**config.mk**
```make
export PLATFORM = sky130hd
export DESIGN_NAME = serial_full_adder_ctrl
export DESIGN_NICKNAME = d
export VERILOG_FILES = /design/src/rtl/serial_full_adder_ctrl.sv
export SDC_FILE = /design/constraint.sdc
export NUM_CORES = 1
export LEC_CHECK = 0
export ABC_AREA = 1
export BUFFER_PORTS_ARGS = -buffer_cell sky130_fd_sc_hd__buf_4
export CORE_MARGIN = 2
export CORE_UTILIZATION = 39
export DETAILED_ROUTE_END_ITERATION = 6
export HOLD_SLACK_MARGIN = 0.03
export PLACE_DENSITY_LB_ADDON = 0.15
export SYNTH_ARGS = -nofsm -noshare
export SYNTH_HDL_FRONTEND = slang
export SYNTH_SLANG_ARGS = --single-unit
export TNS_END_PERCENT = 30
```
**constraint.sdc**
```tcl
create_clock -name sys_clk -period 1.2 [get_ports sys_clk]
set_input_delay 0.18 -clock sys_clk [delete_from_list [all_inputs] [get_ports sys_clk]]
set_output_delay 0.18 -clock sys_clk [all_outputs]
set_load 0.1 [all_outputs]
```
**src/rtl/serial_full_adder_ctrl.sv**
```systemverilog
// Bit-serial WIDTH-bit adder built around a single full-adder slice, LSB first.
// Start/busy/done handshake; result and final carry are held until the next one is published.
module serial_full_adder_ctrl #(
    parameter int WIDTH = 8
) (
    input  logic             sys_clk,
    input  logic             sys_rst_n,
    input  logic             start,
    input  logic [WIDTH-1:0] a_in,
    input  logic [WIDTH-1:0] b_in,
    input  logic             cin,
    output logic             busy,
    output logic             done,
    output logic [WIDTH-1:0] sum,
    output logic             cout,
    output logic             slice_a,
    output logic             slice_b,
    output logic             slice_c
);

    localparam int CW = $clog2(WIDTH);
    localparam logic [CW-1:0] LAST = CW'(WIDTH - 1);

    typedef enum logic [1:0] {
        IDLE = 2'd0,
        RUN  = 2'd1,
        DONE = 2'd2
    } state_t;

    state_t           state;
    state_t           state_nxt;
    logic [WIDTH-1:0] a_sh;
    logic [WIDTH-1:0] b_sh;
    logic [WIDTH-1:0] s_sh;
    logic [WIDTH-1:0] s_shifted;
    logic             c;
    logic             s_bit;
    logic             c_nxt;
    logic [CW-1:0]    cnt;
    logic             last_bit;

    // The single full-adder slice.
    assign slice_a   = a_sh[0];
    assign slice_b   = b_sh[0];
    assign slice_c   = c;
    assign s_bit     = a_sh[0] ^ b_sh[0] ^ c;
    assign c_nxt     = (a_sh[0] & b_sh[0]) | (a_sh[0] & c) | (b_sh[0] & c);
    assign s_shifted = {s_bit, s_sh[WIDTH-1:1]};
    assign last_bit  = (cnt == LAST);

    // NOTE: sequential state uses non-blocking assignments so every register
    // samples pre-edge values, independent of statement order.
    always_ff @(posedge sys_clk) begin
        if (!sys_rst_n) begin
            state <= IDLE;
        end else begin
            state <= state_nxt;
        end
    end

    // NOTE: every output of this block gets a default first, so no path can
    // leave a signal unassigned and infer a latch.
    always_comb begin
        state_nxt = state;
        busy      = 1'b0;
        done      = 1'b0;
        case (state)
            IDLE: if (start) state_nxt = RUN;
            RUN: begin
                busy = 1'b1;
                if (last_bit) state_nxt = DONE;
            end
            DONE: begin
                done      = 1'b1;
                state_nxt = IDLE;
            end
            default: state_nxt = IDLE;
        endcase
    end

    always_ff @(posedge sys_clk) begin
        if (!sys_rst_n) begin
            a_sh <= '0;
            b_sh <= '0;
            s_sh <= '0;
            c    <= 1'b0;
            cnt  <= '0;
            sum  <= '0;
            cout <= 1'b0;
        end else begin
            case (state)
                IDLE: begin
                    if (start) begin
                        a_sh <= a_in;
                        b_sh <= b_in;
                        c    <= cin;
                        cnt  <= '0;
                    end
                end
                RUN: begin
                    a_sh <= a_sh >> 1;
                    b_sh <= b_sh >> 1;
                    c    <= c_nxt;
                    s_sh <= s_shifted;
                    cnt  <= cnt + 1'b1;
                    // Publish on the edge that leaves RUN; sum/cout hold otherwise.
                    if (last_bit) begin
                        sum  <= s_shifted;
                        cout <= c_nxt;
                    end
                end
                default: ;
            endcase
        end
    end

endmodule

```
# After elaboration in Yosys (flattened, before gate mapping)
# Cells that the tools add are included.
# Widths: inputs -> output; s select.
[totals]
register_bits = 39
output_inout_bits = 14
[op_classes]
mux = 13
n_bitwise = 7
n_addsub = 1
eq_ne = 5
n_reduce_logical = 5
[op_table]
columns = ["cell", "n"]
rows = [
  ["$pmux 8 s2", 2],
  ["$mux 8", 2],
  ["$pmux 3 s2", 1],
  ["$reduce_and 2->1", 3],
  ["$mux 2", 2],
  ["$ne 2x2->1 const B", 2],
  ["$pmux 2 s2", 1],
  ["$add 3x1->3 const B", 1],
  ["$and 1x1->1", 3],
  ["$eq 3x3->1 const B", 1],
  ["$mux 1", 3],
  ["$mux 3", 1],
  ["$eq 2x1->1 const B", 1],
  ["$eq 2x2->1 const B", 1],
  ["$logic_not 2->1", 1],
  ["$or 1x1->1", 2],
  ["$pmux 1 s2", 1],
  ["$reduce_bool 2->1", 1],
  ["$xor 1x1->1", 2],
]

# Longest topological paths before layout
# Gate-level depths: netlist of the first run.
[depth]
depth_word = 4
ltp_mapped = 7

# Least setup slack after synthesis of the first run
# OpenSTA, ideal clock, no wires.
[synth_timing]
kind = "register to output"
startpoint = "reg state[1]"
endpoint = "out done"
stages_incl_launch_ff = 3
t_arrival_ns = 1.690
path_buffers = 0
required_ns = 1.020
slack_ns = -0.670
path_cell_list = "dfxtp_1 -> inv_2 -> nor2_1"
[synth_between]
elab_chain_len = 2
[synth_rtl]
columns = ["element", "line", "source"]
rows = [
  ["start, declared", "30", "state_t state;"],
  ["start signal, assigned", "57", "state <= state_nxt;"],
  ["$eq 2x2->1", "67", "case (state)"],
  ["$mux 1", "67", ""],
  ["end, declared", "13", "output logic done,"],
]
# No other way between the ends.

# Final worst setup path of the first run
[layout_timing]
startpoint = "reg cnt[0]"
endpoint = "reg sum[0]"
[layout_between]
elab_chain_len = 2
[layout_rtl]
columns = ["element", "line", "source"]
rows = [
  ["start, declared", "39", "logic [CW-1:0] cnt;"],
  ["start signal, assigned", "105", "cnt <= cnt + 1'b1;"],
  ["$eq 3x3->1", "49", "assign last_bit = (cnt == LAST);"],
  ["$reduce_and 2->1 (no line)", "--", ""],
  ["end signal, assigned", "108", "sum <= s_shifted;"],
  ["end, declared", "14", "output logic [WIDTH-1:0] sum,"],
]
# No other way between the ends.
# A chain may end at the register's enable or synchronous reset.

==> metrics, run 1 <==
share of post-route cells with drive strength above 1 29.3%; Crit path required time 1420 ps; FP Rows 23; global routing met3 resource utilization 4.38%; die area 4700 sq um; Fin. Hold Viols 0; placed standard-cell area 2000 sq um; crit-path max cell delay 360 ps; Reg area 782 sq um; reg2reg path depth 7; Post-Syn Nets 254; Worst setup SP type flop; Max Transition Viols Final 0; Most Crowded Layer GR met2; Commonest cells post-synth nor2_1, dfxtp_1, nand2_1; maximum vdd drop 0.623 mV; clock root buffer clkbuf_8; reg-to-reg setup timing slack -60 ps; reg2reg start cnt[0]; final worst setup slack -58.7 ps; total core area 4000 sq um; Syn Inst Count 231; Final min period 1260 ps; n_diodes 0; failing checks negative setup slack; total grt overflow 0; synth top area cells dfxtp_1, nor2_1, nand2_1, o21ai_0, inv_1; outcome complete, but fails checks; P_sw 727 uW; Final Util 56.1%; worst hold path stage count 3; synthesis warning total 0; Rel. slew slack 79.3%; Max-Cap Viols 0; post-DP HPWL 2.34 mm; vias per inst 4.54; Yosys reg bits 38; sequential share of the synthesized area 46.8%; vias 1,479; crit path cell chain ha_4 -> ha_4 -> nand2_4 -> nor2_4 -> clkbuf_16 -> o21ai_1 -> nor2_1; Sw Ratio 26.9%; Global Route Usage Sum 16.6%; first-pass GRT wire length 5.77 mm; Setup Skew 4.16 ps; area grow syn2layout 38.0%; CP endpoint kind flop; start point of the worst hold path b_in[7]; routing usage on met1 20.9%; drt total wl 3.49 mm; final setup violation count 11; sequential share of power 50.8%; CP Data Arrival Time 1480 ps; worst-skew pair later-pin latency 280 ps; cell with the most instances after synthesis nor2_1; I/O Pins 34; CTS tree yes; CTS H-Tree Depth 2; reg-to-reg endpoint sum[0]; worst hold endpoint b_sh[7]; Worst-path clk slew 70 ps; dominant cell type by area after synthesis dfxtp_1; Finished Cell Area 2240 sq um; die span in y 68.6 um; EDFF count, synth 0; HP Class in2reg; area share of the largest cell type after synthesis 46.8%; most numerous cell on the critical path ha_4; Clock Sinks 38; Placer Congestion 0.726; met2 usage 26.6%; Distinct cells, synth 21; Peak Freq 794 MHz; worst-path maximum fanout 4; clock network power share 32.5%; CTS hold repair buffers 0; Avg WL per Cell 10.7 um; Int Power 1.98 mW; remaining antenna violation count 0; buffer depth of the longest clock path 2; initial antenna violation count 0; Worst-Margin Slew 309 ps; final net count 298; drt initial violations 42; Post-Syn Area per Cell 7.04 sq um; Starting Density 40.6%; # DRC 0; Top FF cell, synth dfxtp_1; slowest CP cell dfxtp_2; Power per Cell Area 1210 nW/um^2; Synth async-reset ratio 0%; CTS Buf Count 5; area of the multi-input gates 783 sq um; synthesized cell area 1630 sq um; CP Class reg2reg; largest net degree at the start of global routing 32; First-pass DRT Iterations 4; Tcrit/Tclk final 105%; fill count 397; P_leak 1.05 nW; Die Wd 68.6 um; number of port buffers 33; RSZ-0062 raised after global routing yes; vias in the first global route 1,341; Gate power share 16.7%
[layout make-up]
cell class	instances	area share, %
Clock inverter	1	0.223
Sequential cell	38	34.9
Timing Repair Buffer	48	19.6
Multi-Input combinational cell	160	34.9
Tap cell	50	2.79
Clock buffer	7	3.85
Inverter	22	3.79
[power groups by stage]
stage,clock network [mW],registers (mW),logic [mW]
3_3_place_gp,0,1.40,0.428
2_1_floorplan,0,1.45,0.244
5_1_grt,0.969,1.38,0.502
3_5_place_dp,0,1.40,0.428
6_report,0.879,1.38,0.453
4_1_cts,0.915,1.37,0.453
[cells in the final DEF, fill, tap and decap left out, types with 6 or more instances in the layout]
cell and n:
nand2_1 36, a21oi_1 9, dfxtp_1 29, o21ai_0 15, inv_1 19, clkbuf_8 6
buf_4 40, o21ai_1 11, nor2_1 67
[how the worst max path moves through the flow]
stage	from	to	cells past startpoint
2_1_floorplan	state[1]	done	2
3_3_place_gp	cnt[0]	sum[2]	7
3_5_place_dp	cnt[0]	sum[7]	7
4_1_cts	cnt[0]	sum[7]	7
5_1_grt	cnt[0]	sum[4]	7
6_report	cnt[0]	sum[0]	7
[stage by stage]
stage	TNS, ps	power, mW	std cells	hold slack, ps	setup slack [ps]
5_1_grt	-1410	2.86	326	155	-116
4_1_cts	-196	2.74	325	135	-40.0
2_1_floorplan	-1010	1.69	231	323	-204
3_5_place_dp	-400	1.83	315	453	-71.3
3_3_place_gp	-207	1.83	315	442	-31.4
6_report	-369	2.71	326	147	-58.7
[worst max-delay path, delay by kind of cell (launching register included)]
kind / cells / cell delay [ps]
DFF: 1 / 360
and+or+nand+nor: 3 / 330
adders and majority gates: 2 / 270
buffers and inverters: 1 / 180
AOI/OAI and AO/OA: 1 / 50
[per-layer routing]
layer	wire, um	share of wire [%]	vias up
li1	-	-	804
met1	1710	49	647
met2	1610	46	24
met3	117	3.4	4
met4	46	1.3	0
met5	0	0	-
[flip-flops by register name, summed over array words and instances, names as in the netlist]
name     cells
a_sh         8
cnt          3
cout         1
sum          8
b_sh         8
slice_c      1
s_sh         7
state        2
[kinds of logic after synthesis]
family / share of synthesized area, %
and+or+nand+nor: 28.3
AOI/OAI and AO/OA: 13.1
DFF: 46.8
buffers and inverters: 9.08
adders and majority gates: 2.77
[what timing repair did]
item                       CTS  global route
pin swaps                    3             1
hold endpoints to repair     0             0
setup buffers                2             0
gates resized for setup     28            10
setup endpoints to repair   12            27
gates cloned                 0             1
Note: power is estimated with default switching activity, not from simulation.
==> run 2: changes to the inputs <==
Settings changed: CTS_BUF_LIST set to sky130_fd_sc_hd__clkbuf_8.
==> run 2 against run 1 <==
The run still ends with negative setup slack left. Utilization increased by 0.063 points. Non-clock buffer count unchanged. Combinational power hardly changed.
==> metrics, run 2 (synthesis results as in run 1) <==
outcome complete, but fails checks; failing checks negative setup slack; Global Route Usage Sum 16.6% (unchanged); die span in y 68.6 um (unchanged); CP Class reg2reg; drt total wl 3.49 mm (+0.17%); die area 4700 sq um (unchanged); Power per Cell Area 1200 nW/um^2 (-0.36%); maximum vdd drop 0.619 mV (-0.73%); first-pass GRT wire length 5.77 mm (unchanged); CP Data Arrival Time 1480 ps (about the same); total power 2.70 mW (-0.25%); DP Cell Count 315 (unchanged); Clock Sinks 38 (unchanged); number of port buffers 33 (unchanged); I/O Pins 34 (unchanged); remaining antenna violation count 0 (unchanged); initial antenna violation count 0 (unchanged); vias 1,478 (-0.068%); RSZ-0062 raised after global routing yes; Placer Congestion 0.726 (unchanged); P_leak 1.06 nW (+0.37%); CTS tree yes; Final min period 1260 ps (+0.300 ps); share of post-route cells with drive strength above 1 29.7% (+0.36 points); Worst-Margin Slew 310 ps (+0.574 ps); Starting Density 40.6% (unchanged); setup TNS -372 ps (-2.31 ps); area grow syn2layout 38.2%; final setup violation count 11 (unchanged); First-pass DRT Iterations 4 (unchanged); buffer depth of the longest clock path 2 (unchanged); worst-path maximum fanout 4 (unchanged); CTS H-Tree Depth 2 (unchanged); Die Wd 68.6 um (unchanged); Finished Cell Area 2250 sq um (+0.11%); Fin. Hold Viols 0 (unchanged); drt initial violations 43 (+2.4%); CP endpoint kind flop; post-DP HPWL 2.34 mm (unchanged); placed standard-cell area 2000 sq um (unchanged); vias in the first global route 1,341 (unchanged); FP Rows 23 (unchanged); # DRC 0 (unchanged); Peak Freq 794 MHz (about the same); Tcrit/Tclk final 105% (about the same); final net count 298 (unchanged); Non-Filler Instances 326 (unchanged); Avg WL per Cell 10.7 um (+0.17%); Setup Skew 4.40 ps (+0.239 ps); Max Transition Viols Final 0 (unchanged); clock root buffer clkbuf_8; Largest regs a_sh x8, b_sh x8, sum x8; most frequent cells in the layout nor2_1, buf_4, nand2_1, dfxtp_1, inv_1; Max-Cap Viols 0 (unchanged); n_diodes 0 (unchanged); Hold WS 147 ps (-0.343 ps); Worst-path clk slew 70 ps (about the same); total grt overflow 0 (unchanged); Rel. slew slack 79.2% (about the same); worst-skew pair later-pin latency 280 ps (about the same); vias per inst 4.53 (about the same); CTS Buf Count 5 (unchanged); largest net degree at the start of global routing 32 (unchanged); Worst setup SP type flop; HP Class in2reg; total core area 4000 sq um (unchanged); final worst setup slack -59.0 ps (-0.300 ps); Crit path required time 1420 ps (about the same); commonest non-fill, non-tap cell in the layout nor2_1
run 2: where the power goes:
group	leakage [nW]	internal, mW	switching, mW
Sequential	0.317	1.33	0.0451
Clock	0.0524	0.455	0.417
Combinational	0.689	0.187	0.267
run 2: repair_timing:
action                                  in CTS  in global routing
cloned                                       0                  1
pin swaps                                    3                  1
endpoints found under the setup margin      12                 27
gates resized for setup                     28                 11
hold buffers                                 0                  0
setup buffers                                2                  0
run 2: through the flow:
stage / util [%] / setup slack (ps)
3_5_place_dp: 50.1 / -71.3
6_report: 56.1 / -59.0
5_1_grt: 56.1 / -116
4_1_cts: 54.4 / -41.2
3_3_place_gp: 50.1 / -31.4
2_1_floorplan: - / -204
run 2: final timing paths:
path,start,depth (start not counted),slack [ps],to
hold reg to reg,s_sh[1],2,470,s_sh[1]
hold / removal,b_in[7],3,150,b_sh[7]
setup / recovery,cnt[0],7,-60,sum[0]
setup reg to reg,cnt[0],7,-60,sum[0]
run 2: critical path, cell delays in order, from the launching register on:
cell and delay, ps:
dfxtp_2 360, ha_4 140, ha_4 130, nand2_4 50, nor2_4 190, clkbuf_16 180, o21ai_1 50, nor2_1 90
run 2: final cells by class:
cell class | count | area (sq um)
repair buffers | 48 | 439
clock buffers | 6 | 82.6
fillers | 395 | 1750
flip-flops and latches | 38 | 782
multi-input cells | 160 | 786
well taps | 50 | 62.6
inverters | 22 | 85.1
clock inverters | 2 | 8.76
run 2: routing by layer:
| layer | wire [um] | GRT usage (%) |
|---|---|---|
| met4 | 46 | 7.50 |
| met5 | 0 | 0 |
| met3 | 117 | 4.38 |
| met2 | 1610 | 26.6 |
| met1 | 1720 | 20.9 |
==> run 3: changes to the inputs <==
Settings changed: GPL_TIMING_DRIVEN set to 0.
==> run 3 against run 2 <==
The run still ends with negative setup slack left. Maximum frequency decreased by 2.8%. Flip-flop and latch count unchanged. Worst hold slack improved by 8.3 ps. Cell count increased by 1.5%. Utilization increased by 2.3 points. First-iteration DRC count increased to 3.1 times the previous value. Worst setup slack got worse by 36 ps. Highest routed layer unchanged.
==> metrics, run 3 (synthesis results as in run 1) <==
Placer Congestion 0.766 (+5.5%); HP Class in2reg; CP endpoint kind flop; number of port buffers 32 (-3.0%); Worst setup SP type flop; vias 1,537 (+4.0%); share of post-route cells with drive strength above 1 33.5% (+3.7 points); met2 usage 30.6% (+4.1 points); total core area 4000 sq um (unchanged); CTS H-Tree Depth 2 (unchanged); clock root buffer clkbuf_8; placed standard-cell area 1950 sq um (-2.6%); total grt overflow 0 (unchanged); most frequent cells in the layout nor2_1, buf_4, nand2_1, dfxtp_1, inv_1; First-pass DRT Iterations 4 (unchanged); setup TNS -919 ps (-547 ps); die area 4700 sq um (unchanged); FP Rows 23 (unchanged); Max-Cap Viols 0 (unchanged); Worst-path clk slew 70 ps (about the same); drt total wl 4.03 mm (+15%); vias per inst 4.64 (+2.4%); Peak Freq 772 MHz (-2.8%); area grow syn2layout 44.0%; Rel. slew slack 67.1% (-12 points); worst-path maximum fanout 10 (+6); # DRC 0 (unchanged); Final min period 1300 ps (+36.5 ps); CTS Buf Count 5 (unchanged); global routing met3 resource utilization 4.06% (-0.32 points); Max Transition Viols Final 0 (unchanged); remaining antenna violation count 0 (unchanged); Most Crowded Layer GR met2; vias in the first global route 1,417 (+5.7%); failing checks negative setup slack; largest net degree at the start of global routing 13 (-59%); reg-to-reg setup timing slack -100 ps (-40 ps); outcome complete, but fails checks; CP Data Arrival Time 1470 ps (about the same); routing usage on met1 25.2% (+4.3 points); final worst setup slack -95.5 ps (-36.5 ps); I/O Pins 34 (unchanged); Finished Cell Area 2340 sq um (+4.2%); drt initial violations 134 (+210%); Clock Sinks 38 (unchanged); final net count 303 (+1.7%); Starting Density 40.6% (unchanged); CP bufs+invs 2 (+1); CTS tree yes; n_diodes 0 (unchanged); Crit path required time 1380 ps (-40 ps); crit path cell chain ha_4 -> ha_4 -> nand2_4 -> nor2_4 -> buf_6 -> inv_8 -> nor2_4 -> nor2_1; Global Route Usage Sum 19.1% (+2.5 points); die span in y 68.6 um (unchanged); CP Class reg2reg; commonest non-fill, non-tap cell in the layout nor2_1; post-DP HPWL 2.50 mm (+7.0%); kind of cell adding the most delay to the critical path flip-flops; RSZ-0062 raised after global routing yes; buffer depth of the longest clock path 2 (unchanged); Fin. Hold Viols 0 (unchanged); Power per Cell Area 1250 nW/um^2 (+3.6%); slowest CP cell dfxtp_2; Largest regs a_sh x8, b_sh x8, sum x8; Die Wd 68.6 um (unchanged); initial antenna violation count 0 (unchanged); Tcrit/Tclk final 108% (+3.0 points); maximum vdd drop 0.619 mV (about the same); crit-path max cell delay 360 ps (about the same); worst-skew pair later-pin latency 290 ps (about the same); Avg WL per Cell 12.2 um (+13%); pre-CTS setup slack -359 ps (-288 ps); final setup violation count 17 (+6); Setup Skew 10.3 ps (+5.87 ps); P_leak 1.08 nW (+2.2%); first-pass GRT wire length 6.47 mm (+12%); Worst-Margin Slew 493 ps (+184 ps)
==> run 3: cell types whose count changed in the layout (fill, tap and decap cells not counted), moves of 2 or more <==
| cell | delta |
|---|---|
| buf_2 | +3 |
| inv_1 | -2 |
| o21ai_2 | +2 |
| o21ai_1 | -3 |
| clkbuf_1 | +2 |
| nor2_4 | +2 |
| buf_4 | -2 |
| nor2_2 | +3 |
| nor2_1 | -5 |
==> run 3: path summary, 6_finish.rpt <==
| path | start | end | cells after the start |
|---|---|---|---|
| min | b_in[7] | b_sh[7] | 3 |
| max | cnt[1] | sum[1] | 8 |
| min reg2reg | s_sh[3] | s_sh[2] | 2 |
| max reg2reg | cnt[1] | sum[1] | 8 |
==> run 3: area by class of cell <==
cell class	count	area (sq um)
Buffer	11	88.8
Clock buffer	5	68.8
Clock inverter	3	40.0
Fill cell	379	1660
Inverter	22	90.1
Multi-Input combinational cell	160	816
Sequential cell	38	785
Tap cell	50	62.6
Timing Repair Buffer	42	389
==> run 3: timing repair <==
action | 4_1_cts | 5_1_grt
buffers inserted | 7 | 2
pin swaps | 10 | 4
endpoints found under the setup margin | 30 | 34
resized for setup | 48 | 7
hold buffers | 0 | 0
cloned | 1 | 0
==> run 3: stage by stage <==
step / utilization [%] / hold slack (ps) / cells / power [mW]
floorplan: - / 323 / 231 / 1.69
global placement: 48.8 / 449 / 313 / 1.82
detailed placement: 48.8 / 455 / 313 / 1.82
CTS: 57.6 / 150 / 329 / 2.92
global route: 58.5 / 160 / 331 / 3.04
finish: 58.5 / 155 / 331 / 2.92
==> run 3: routing by layer <==
| metal | vias up | part of all wire, % |
|---|---|---|
| li1 | 816 | - |
| met1 | 678 | 46 |
| met2 | 37 | 48 |
| met3 | 6 | 4.2 |
| met4 | 0 | 1.4 |
| met5 | - | 0 |
==> run 3: tightest hold or removal path: stages <==
cell	delay (ps)
buf_4	110
nand2_1	50
a21oi_1	50
==> run 3: power by group <==
group | leakage [nW] | internal [mW] | switching [mW]
Combinational | 0.706 | 0.192 | 0.284
Clock | 0.0579 | 0.612 | 0.450
Sequential | 0.317 | 1.33 | 0.0504
Total | 1.08 | 2.13 | 0.784
